===== config.mk =====
export PLATFORM = sky130hd
export DESIGN_NAME = croc_board_io
export DESIGN_NICKNAME = d
export VERILOG_FILES = /design/src/rtl/croc_board_io.sv
export SDC_FILE = /design/constraint.sdc
export NUM_CORES = 1
export LEC_CHECK = 0
export CAP_MARGIN = 20
export CORE_MARGIN = 2
export CORE_UTILIZATION = 26
export DETAILED_ROUTE_END_ITERATION = 12
export HOLD_SLACK_MARGIN = 0.1
export SYNTH_ARGS = -nofsm -noshare
export SYNTH_HDL_FRONTEND = slang
export SYNTH_SLANG_ARGS = --single-unit

===== constraint.sdc =====
create_clock -name clk_i -period 7.33 [get_ports clk_i]
set_clock_uncertainty 0.2 [all_clocks]
set_input_delay 1.0995 -clock clk_i [delete_from_list [all_inputs] [get_ports clk_i]]
set_output_delay 1.0995 -clock clk_i [all_outputs]
set_load 0.05 [all_outputs]

===== src/rtl/croc_board_io.sv =====
// Board-I/O conditioner for croc_soc. Synchronises and debounces the GPIO
// switches and the fetch-enable switch, reports debounced edges, applies
// output-enable gating between pads and SoC, and divides soc_clk into the
// RTC/reference clock. Everything is clocked by clk_i.
module croc_board_io #(
  parameter int unsigned GpioCount      = 4,
  parameter int unsigned SyncStages     = 2,
  parameter int unsigned DebounceCycles = 20000,
  parameter int unsigned RtcDiv         = 610
) (
  input  logic                 clk_i,
  input  logic                 rst_i,
  input  logic [GpioCount-1:0] gpio_pad_i,
  input  logic [GpioCount-1:0] vio_gpio_i,
  input  logic                 fetch_en_pad_i,
  input  logic                 vio_fetch_en_i,
  input  logic [GpioCount-1:0] soc_gpio_o_i,
  input  logic [GpioCount-1:0] soc_gpio_out_en_i,
  output logic [GpioCount-1:0] soc_gpio_i_o,
  output logic [GpioCount-1:0] gpio_pad_o,
  output logic [GpioCount-1:0] gpio_rise_o,
  output logic [GpioCount-1:0] gpio_fall_o,
  output logic                 fetch_en_o,
  output logic                 rtc_clk_o
);

  // Channels 0..GpioCount-1 are the GPIO switches; the top channel is fetch-enable.
  localparam int unsigned NumCh = GpioCount + 1;
  localparam int unsigned CntW  = $clog2(DebounceCycles + 1);
  localparam int unsigned RcntW = $clog2(RtcDiv + 1);

  // Counter value on which a persisting new level is accepted.
  localparam logic [CntW-1:0]  CntLast  = CntW'(DebounceCycles - 1);
  localparam logic [RcntW-1:0] RcntLast = RcntW'(RtcDiv);

  // Raw asynchronous inputs gathered into one channel vector.
  logic [NumCh-1:0] raw_ch;
  assign raw_ch = {fetch_en_pad_i, gpio_pad_i};

  // Synchroniser chains: stage 0 samples the pad, the last stage feeds the debouncer.
  logic [SyncStages-1:0][NumCh-1:0] sync_q, sync_d;
  logic [NumCh-1:0]                 sync_out;

  // Debounce state per channel.
  logic [NumCh-1:0]           stable_q, stable_d;
  logic [NumCh-1:0][CntW-1:0] cnt_q, cnt_d;
  logic [NumCh-1:0]           upd;

  // Registered edge pulses for the GPIO channels only.
  logic [GpioCount-1:0] rise_q, rise_d;
  logic [GpioCount-1:0] fall_q, fall_d;

  // RTC divider state.
  logic [RcntW-1:0] rcnt_q, rcnt_d;
  logic             rtc_q, rtc_d;

  // Shift each synchroniser chain by one stage.
  always_comb begin
    sync_d[0] = raw_ch;
    for (int s = 1; s < SyncStages; s++) begin
      sync_d[s] = sync_q[s-1];
    end
  end

  assign sync_out = sync_q[SyncStages-1];

  // Count consecutive cycles the synchronised level disagrees with the accepted level.
  always_comb begin
    // NOTE: every variable gets a default before the branches, so no path
    // leaves it unassigned and no latch is inferred.
    cnt_d = cnt_q;
    upd   = '0;
    for (int ch = 0; ch < NumCh; ch++) begin
      if (sync_out[ch] == stable_q[ch]) begin
        cnt_d[ch] = '0;
      end else if (cnt_q[ch] == CntLast) begin
        upd[ch]   = 1'b1;
        cnt_d[ch] = '0;
      end else begin
        cnt_d[ch] = cnt_q[ch] + CntW'(1);
      end
    end
    // An update only happens when the levels differ, so accepting is a toggle.
    stable_d = stable_q ^ upd;
  end

  // Turn accepted level changes into rise/fall pulses for the GPIO channels.
  always_comb begin
    rise_d = '0;
    fall_d = '0;
    for (int ch = 0; ch < GpioCount; ch++) begin
      rise_d[ch] = upd[ch] & sync_out[ch];
      fall_d[ch] = upd[ch] & ~sync_out[ch];
    end
  end

  // RTC divider: wrap at RtcDiv and toggle the output on the wrap.
  always_comb begin
    if (rcnt_q == RcntLast) begin
      rcnt_d = '0;
      rtc_d  = ~rtc_q;
    end else begin
      rcnt_d = rcnt_q + RcntW'(1);
      rtc_d  = rtc_q;
    end
  end

  // All state registers, cleared asynchronously by rst_i.
  always_ff @(posedge clk_i or posedge rst_i) begin
    if (rst_i) begin
      // NOTE: the synchroniser and counter arrays are ordinary flops, not a
      // RAM, so they are reset like any other register.
      sync_q   <= '0;
      stable_q <= '0;
      cnt_q    <= '0;
      rise_q   <= '0;
      fall_q   <= '0;
      rcnt_q   <= '0;
      rtc_q    <= 1'b0;
    end else begin
      // NOTE: non-blocking assignments so every flop samples pre-edge values.
      sync_q   <= sync_d;
      stable_q <= stable_d;
      cnt_q    <= cnt_d;
      rise_q   <= rise_d;
      fall_q   <= fall_d;
      rcnt_q   <= rcnt_d;
      rtc_q    <= rtc_d;
    end
  end

  // Output gating: a pin driven by the SoC is not also read back as an input.
  assign soc_gpio_i_o = ~soc_gpio_out_en_i & (stable_q[GpioCount-1:0] | vio_gpio_i);
  assign gpio_pad_o   = soc_gpio_out_en_i & soc_gpio_o_i;
  assign fetch_en_o   = stable_q[GpioCount] | vio_fetch_en_i;
  assign gpio_rise_o  = rise_q;
  assign gpio_fall_o  = fall_q;
  assign rtc_clk_o    = rtc_q;

endmodule

==> results.json, run 1 <==
{
  "status": "complete, no violations",
  "synth-edff-count": 0,
  "p_switching_uw": 260,
  "syn_nets": 498,
  "die_h_um": 142,
  "grt_pass1_vias": 3479,
  "core_um2": 18700,
  "cts-resized-gates": 0,
  "clockBufferDepth": 2,
  "post_drt_wl_per_cell_um": 11.8,
  "ios": 38,
  "synth_cell_types": 34,
  "slew_violations": 0,
  "synth_cells": 471,
  "worstMarginPinSlew_ns": 0.541,
  "postCtsSetupBuffers": 0,
  "cts.htree.levels": 3,
  "vias_per_cell": 4.55,
  "numClockSinks": 109,
  "hold_viol_final": 0,
  "cts-buffers-inserted": 9,
  "areaGrowthSynthToFinish_pct": 19.4,
  "cp-end-kind": "primary output",
  "whs_ns": 0.149,
  "grt_max_degree": 84,
  "synth-async-reset-ratio": 1.00,
  "critPathArrivalTime_ns": 2.50,
  "p_clk_frac": 0.416,
  "tns_ns": 0,
  "crit_fanout": 2,
  "nNetsFinal": 539,
  "p_leak_nw": 2.41,
  "ys_ff_latch": 109,
  "firstDrtPassIters": 4,
  "overflow": 0,
  "die_w_um": 142,
  "path_class": "in -> out",
  "ys_seq_area_frac": 0.551,
  "multiInputGateArea_um2": 2110,
  "fin_crit_sh": 0.519,
  "yosysWarnings": 0,
  "final_layout_size_suffix_gt1_frac": 0.0600,
  "start_util": 0.265,
  "fillers": 1860,
  "drv_cap": 0,
  "seq_power_share": 0.531,
  "critPathRequiredTime_ns": 6.03,
  "antenna_found_initial": 0,
  "cts_tree": "built",
  "dpl.hpwl_mm": 6.02,
  "min_period_ns": 3.80,
  "slew-limit-headroom": 0.639,
  "root_buffer": "clkbuf_16",
  "grt_use_total": 0.0956,
  "cp-start-kind": "input port",
  "p_int_uw": 909,
  "final_util": 0.316,
  "drtIter0Drc": 248,
  "row_count": 50,
  "io_buffers": 37,
  "ctsHoldBuffers": 0,
  "finalSetupViolCount": 0,
  "ant_nets": 0,
  "gp_congestion": 0.818,
  "die-area_um2": 20200,
  "drc": 0,
  "grt_first_pass_wirelength_mm": 15.7,
  "syn_avg_cell_area_um2": 10.5,
  "hold_class": "reg -> reg",
  "wl_mm": 8.88,
  "p_total_mw": 1.17,
  "synth_area_um2": 4950,
  "rsz0062_at_grt": "false",
  "ys.flop_type": "dfrtp_1",
  "final-seq-area_um2": 2730,
  "via_count": 3414,
  "diodes": 0,
  "swShare": 0.223,
  "vdd_drop_max_uv": 112,
  "clock_latency_ns": 0.35,
  "path_clk_slew_ns": 0.07,
  "timing.fmax_mhz": 263,
  "powerDensity_nw_per_um2": 198,
  "comb_power_share": 0.053
}
-- per-layer routing --
layer / vias up / global-route usage / share of wire
li1: 1689 / - / -
met1: 1639 / 0.121 / 0.49
met2: 77 / 0.152 / 0.45
met3: 9 / 0.0326 / 0.048
met4: 0 / 0.0353 / 0.015
met5: - / 0 / 0
-- final timing paths --
check	from	end	slack, ns	cells after the start
max	soc_gpio_out_en_i[1]	gpio_pad_o[1]	3.53	3
min	sync_d[6]	sync_out[1]	0.15	0
max reg2reg	cnt_q[67]	cnt_q[63]	5.16	4
min reg2reg	sync_d[6]	sync_out[1]	0.15	0
max in group asynchronous	rst_i	cnt_q[43]	5.05	4
min in group asynchronous	rst_i	sync_d[9]	0.87	2
-- through the flow --
stage,cells,area (µm²),worst slack (ns)
2_1_floorplan,471,4950,3.16
3_3_place_gp,733,5570,3.54
3_5_place_dp,733,5570,3.52
4_1_cts,749,5870,3.51
5_1_grt,751,5910,3.46
6_report,751,5910,3.53
-- worst max-delay path, stage by stage --
cell	delay (ns)
clkdlybuf4s50_1	0.47
and2_1	0.13
clkdlybuf4s50_1	0.80
-- area by class of cell --
type | count | area share
tap | 234 | 0.0496
inverter | 16 | 0.0106
clock inverter | 6 | 0.0106
clock buffer | 10 | 0.0405
multi-input combinational | 336 | 0.358
sequential | 109 | 0.462
timing repair buffer | 40 | 0.0695
-- kinds of logic after synthesis --
| family | after synthesis | share of synthesized area |
|---|---|---|
| simple gates | 243 | 0.255 |
| flops | 109 | 0.551 |
| xor+xnor | 76 | 0.135 |
| buf+inv | 26 | 0.0220 |
| fa+ha+maj | 7 | 0.0177 |
| mux | 6 | 0.0144 |
| compound gates | 4 | 0.00506 |
-- registers in the layout, indices dropped and copies added, names as in the netlist, named ones only --
signal	count
sync_d	5
rtc_clk_o	1
rcnt_q	10
gpio_rise_o	4
gpio_fall_o	4
cnt_q	75
sync_out	5
-- synth_stat cells, types with 2 or more instances --
cell / number / area (µm²)
nor2_1: 97 / 364
nand2b_2: 2 / 17.5
inv_1: 16 / 60.1
nor3_1: 15 / 75.1
o31ai_1: 2 / 15.0
nor3b_1: 8 / 60.1
nor4b_1: 3 / 26.3
clkbuf_1: 8 / 30.0
a21oi_1: 2 / 10.0
and2_1: 5 / 31.3
or4_4: 2 / 22.5
xor2_1: 27 / 236
nand4_1: 26 / 163
nand2_1: 19 / 71.3
nand3_1: 29 / 145
nor4_1: 14 / 87.6
or4_1: 3 / 22.5
xnor2_1: 49 / 429
and4_1: 8 / 70.1
dfrtp_1: 109 / 2730
nand2b_1: 3 / 18.8
ha_1: 7 / 87.6
mux2_2: 4 / 45.0
and3_1: 3 / 18.8
-- layout by cell type, fill, tap and decap left out, drive strengths merged, types with 5 or more instances in the layout --
| cell | count |
|---|---|
| dfrtp | 109 |
| nor2 | 97 |
| xnor2 | 49 |
| clkdlybuf4s50 | 37 |
| nand3 | 29 |
| xor2 | 27 |
| nand4 | 26 |
| nand2 | 19 |
| inv | 16 |
| nor3 | 15 |
| nor4 | 14 |
| clkbuf | 11 |
| and4 | 8 |
| nor3b | 8 |
| ha | 7 |
| mux2 | 6 |
| and2 | 5 |
| nand2b | 5 |
| or4 | 5 |
| clkinv | 5 |
-- power groups by stage --
stage | Clock [mW] | Combinational (mW) | Sequential (mW)
after global routing | 0.532 | 0.0699 | 0.621
final | 0.487 | 0.0621 | 0.620
after detailed placement | 0 | 0.0616 | 0.632
after CTS | 0.506 | 0.0621 | 0.620
after global placement | 0 | 0.0599 | 0.631
after floorplan | 0 | 0.0393 | 0.629
Note: power is estimated with default switching activity, not from simulation.
==> run 2: changes to the inputs <==
==> constraint.sdc (replaced) <==
create_clock -name clk_i -period 3.62 [get_ports clk_i]
set_clock_uncertainty 0.2 [all_clocks]
set_input_delay 0.543 -clock clk_i [delete_from_list [all_inputs] [get_ports clk_i]]
set_output_delay 0.543 -clock clk_i [all_outputs]
set_load 0.05 [all_outputs]
==> results.json, run 2 (synthesis results as in run 1) <==
{
  "status": "complete, no violations",
  "worstMarginPinSlew_ns": 0.750,
  "final_cell_mix": "dfrtp_1, nor2_1, xnor2_1",
  "critPathArrivalTime_ns": 1.95,
  "grt_max_degree": 61,
  "finalSetupViolCount": 0,
  "final-seq-area_um2": 2730,
  "io_buffers": 37,
  "cts-buffers-inserted": 9,
  "cp-start-kind": "input port",
  "cts_tree": "built",
  "clockBufferDepth": 2,
  "max_stage_delay_ns": 0.80,
  "hold_viol_final": 0,
  "critPathRequiredTime_ns": 2.88,
  "post_drt_wl_per_cell_um": 11.8,
  "via_count": 3418,
  "areaGrowthSynthToFinish_pct": 18.9,
  "largest_reg_flops": 75,
  "firstDrtPassIters": 4,
  "placed_cells": 736,
  "final_layout_size_suffix_gt1_frac": 0.0579,
  "p_total_mw": 2.33,
  "cp-end-kind": "primary output",
  "overflow": 0,
  "vias_per_cell": 4.55,
  "p_leak_nw": 2.39,
  "diodes": 0,
  "min_period_ns": 2.69,
  "grt_pass1_vias": 3493,
  "fin_area_um2": 5890,
  "grt_first_pass_wirelength_mm": 15.7,
  "antenna_found_initial": 0,
  "die_w_um": 142,
  "gp_congestion": 0.799,
  "path_clk_slew_ns": 0.07,
  "ctsHoldBuffers": 0,
  "powerDensity_nw_per_um2": 395,
  "nNetsFinal": 540,
  "rsz0062_at_grt": "false",
  "fin_crit_sh": 0.743,
  "drv_cap": 0,
  "ios": 38,
  "hold_class": "reg -> reg",
  "postCtsSetupBuffers": 0,
  "grt_use_total": 0.0962,
  "slew_violations": 0,
  "dpl.hpwl_mm": 6.20,
  "row_count": 50,
  "timing.fmax_mhz": 372,
  "vdd_drop_max_uv": 242,
  "die_h_um": 142,
  "tns_ns": 0,
  "drtIter0Drc": 218,
  "cts.htree.levels": 3,
  "clock_latency_ns": 0.34,
  "cts-resized-gates": 0,
  "crit_fanout": 2,
  "start_util": 0.265,
  "top_regs": "cnt_q: 75 flops, rcnt_q: 10 flops",
  "crit_path_cell_trace": "clkdlybuf4s50_1 > and2_1 > clkdlybuf4s50_1",
  "path_class": "in -> out",
  "path_common_cell": "clkdlybuf4s50_1",
  "reg2reg_slack_ns": 1.44,
  "finish.cell_count_without_fillers": 752,
  "wl_mm": 8.91,
  "die-area_um2": 20200,
  "top_register": "cnt_q",
  "root_buffer": "clkbuf_16",
  "ant_nets": 0,
  "slowest_stage": "clkdlybuf4s50_1",
  "core_um2": 18700,
  "drc": 0,
  "multiInputGateArea_um2": 2110,
  "fillers": 1915,
  "final_common_cell": "dfrtp_1",
  "numClockSinks": 109,
  "slew-limit-headroom": 0.500,
  "place_area_um2": 5600
}
==> run 2: cell types whose count changed in the layout (fill, tap and decap cells not counted), sizes merged <==
cell	change
clkinv	-4
bufinv	-1
clkbuf	+3
clkinvlp	+1
buf	+2
==> run 2: layer usage <==
metal	track usage	routed length [µm]
met4	0.0342	142
met2	0.159	4180
met5	0	0
met1	0.116	4200
met3	0.0340	382
==> run 2: final cells by class <==
cell class	instances	share of cell area
Multi-Input combinational cell	336	0.359
Timing Repair Buffer	41	0.0680
Inverter	16	0.0106
Clock inverter	2	0.00276
Clock buffer	14	0.0466
Tap cell	234	0.0497
Sequential cell	109	0.463
==> run 2: worst paths after layout <==
path                                 startpoint             to  cells past startpoint
min in group asynchronous                 rst_i      sync_d[8]                      2
max reg2reg                           cnt_q[67]      cnt_q[68]                      4
max                        soc_gpio_out_en_i[3]  gpio_pad_o[3]                      3
max in group asynchronous                 rst_i      cnt_q[53]                      3
min reg2reg                           sync_d[7]    sync_out[2]                      0
min                                   sync_d[7]    sync_out[2]                      0
==> run 2: report_power, final <==
part / switching, mW / total, mW / internal, mW / leakage [nW]
Sequential: 0.0191 / 1.26 / 1.24 / 1.47
Clock: 0.422 / 0.947 / 0.525 / 0.139
Combinational: 0.0750 / 0.123 / 0.0480 / 0.780
Total: 0.516 / 2.33 / 1.81 / 2.39
==> run 2: critical path, delay by kind of cell <==
| family | cells | cell delay (ns) |
|---|---|---|
| AND/OR/NAND/NOR | 1 | 0.13 |
| buffers and inverters | 2 | 1.28 |
==> run 2: through the flow <==
stage	worst slack [ns]	utilization	hold WS, ns
floorplan	0.00305	-	0.131
global placement	0.949	0.299	0.137
detailed placement	0.923	0.299	0.142
CTS	0.920	0.315	0.150
global route	0.862	0.315	0.162
finish	0.932	0.315	0.149
==> run 3: changes to the inputs <==
==> constraint.sdc (replaced) <==
create_clock -name clk_i -period 2.8 [get_ports clk_i]
set_clock_uncertainty 0.2 [all_clocks]
set_input_delay 0.42 -clock clk_i [delete_from_list [all_inputs] [get_ports clk_i]]
set_output_delay 0.42 -clock clk_i [all_outputs]
set_load 0.05 [all_outputs]
==> results.json, run 3 (synthesis results as in run 1) <==
{
  "slew_violations": 0,
  "hold_viol_final": 0,
  "rr_worst_depth": 4,
  "timing.fmax_mhz": 410,
  "top_regs": "cnt_q: 75 flops, rcnt_q: 10 flops",
  "path_clk_slew_ns": 0.07,
  "p_leak_nw": 2.39,
  "cp-end-kind": "primary output",
  "worstMarginPinSlew_ns": 0.578,
  "hold_path_end": "sync_out[1]",
  "clockBufferDepth": 2,
  "path_common_cell": "clkdlybuf4s50_1",
  "tns_ns": 0,
  "whs_ns": 0.149,
  "rsz0062_at_grt": "false",
  "hold_class": "reg -> reg",
  "grt_max_degree": 110,
  "start_util": 0.265,
  "critPathArrivalTime_ns": 1.82,
  "cts-buffers-inserted": 9,
  "diodes": 0,
  "vdd_drop_max_uv": 389,
  "antenna_found_initial": 0,
  "grt_first_pass_wirelength_mm": 15.9,
  "via_count": 3414,
  "final_layout_size_suffix_gt1_frac": 0.0581,
  "finalSetupViolCount": 0,
  "reg2reg_from": "cnt_q[67]",
  "row_count": 50,
  "core_um2": 18700,
  "gp_congestion": 0.824,
  "postCtsSetupBuffers": 0,
  "cts_tree": "built",
  "dpl.hpwl_mm": 5.77,
  "fin_area_um2": 5920,
  "cts.htree.levels": 3,
  "die-area_um2": 20200,
  "crit_fanout": 2,
  "status": "complete, no violations",
  "hp-start": "sync_d[6]",
  "die_w_um": 142,
  "ios": 38,
  "multiInputGateArea_um2": 2110,
  "root_buffer": "clkbuf_16",
  "final-seq-area_um2": 2730,
  "max_stage_delay_ns": 0.79,
  "die_h_um": 142,
  "fillers": 1851,
  "path_class": "in -> out",
  "vias_per_cell": 4.55,
  "min_period_ns": 2.44,
  "drc": 0,
  "cp-start-kind": "input port",
  "grt_use_total": 0.0958,
  "largest_reg_flops": 75,
  "hold_path_depth": 0,
  "drtIter0Drc": 205,
  "slowest_stage": "clkdlybuf4s50_1",
  "slew-limit-headroom": 0.615,
  "firstDrtPassIters": 4,
  "ctsHoldBuffers": 0,
  "drv_cap": 0,
  "final_cell_mix": "dfrtp_1, nor2_1, xnor2_1",
  "critPathRequiredTime_ns": 2.18,
  "final_common_cell": "dfrtp_1",
  "overflow": 0,
  "top_register": "cnt_q",
  "r2r_end": "cnt_q[70]",
  "clock_latency_ns": 0.35,
  "nNetsFinal": 538,
  "wl_mm": 8.69,
  "reg2reg_slack_ns": 0.63,
  "post_drt_wl_per_cell_um": 11.6,
  "powerDensity_nw_per_um2": 533,
  "numClockSinks": 109,
  "areaGrowthSynthToFinish_pct": 19.6,
  "crit_path_cell_trace": "clkdlybuf4s50_1 > and2_1 > clkdlybuf4s50_1",
  "ant_nets": 0,
  "grt_pass1_vias": 3504,
  "fin_crit_sh": 0.871,
  "cts-resized-gates": 0,
  "place_area_um2": 5590,
  "io_buffers": 37
}
==> run 3: cell types whose count changed in the layout (fill, tap and decap cells not counted), sizes merged <==
cell,before,now
clkinvlp,1,4
buf,4,2
bufinv,0,2
clkbuf,14,9
==> run 3: critical path: cells and delay by family <==
| kind | cells | cell delay (ns) |
|---|---|---|
| buffers and inverters | 2 | 1.26 |
| and+or+nand+nor | 1 | 0.13 |
==> run 3: final cells by class <==
class                           instances  area share
Clock buffer                            9      0.0381
Multi-Input combinational cell        336       0.357
Tap cell                              234      0.0495
Sequential cell                       109       0.461
Timing Repair Buffer                   39      0.0672
Clock inverter                          7      0.0167
Inverter                               16      0.0108
==> run 3: routing by layer <==
layer	GRT usage	share of wire	wire length [µm]	vias up
li1	-	-	-	1683
met1	0.120	0.48	4170	1656
met2	0.156	0.46	4020	64
met3	0.0310	0.043	375	11
met4	0.0353	0.015	129	0
met5	0	0	0	-
==> run 3: how the worst max path moves through the flow <==
| stage | to | cells after the start | startpoint | slack, ns |
|---|---|---|---|---|
| after floorplan | flop | 3 | cnt_q[67] | 0.72 |
| after global placement | gpio_pad_o[1] | 3 | soc_gpio_out_en_i[1] | 0.37 |
| after detailed placement | soc_gpio_i_o[0] | 4 | vio_gpio_i[0] | 0.36 |
| after CTS | gpio_pad_o[2] | 3 | soc_gpio_out_en_i[2] | 0.35 |
| after global routing | soc_gpio_i_o[3] | 4 | vio_gpio_i[3] | 0.28 |
| final | gpio_pad_o[2] | 3 | soc_gpio_out_en_i[2] | 0.36 |
==> run 3: where the power goes <==
group | total, mW | switching (mW) | internal (mW)
sequential | 1.62 | 0.0251 | 1.60
clock | 1.37 | 0.581 | 0.788
combinational | 0.159 | 0.0967 | 0.0621
total | 3.15 | 0.703 | 2.45
==> run 3: stage by stage <==
stage	util	setup slack [ns]	power [mW]	instances
after floorplan	-	0.716	1.75	471
after global placement	0.299	0.373	1.81	734
after detailed placement	0.299	0.357	1.82	734
after CTS	0.316	0.349	3.20	750
after global routing	0.316	0.281	3.29	750
final	0.316	0.361	3.15	750
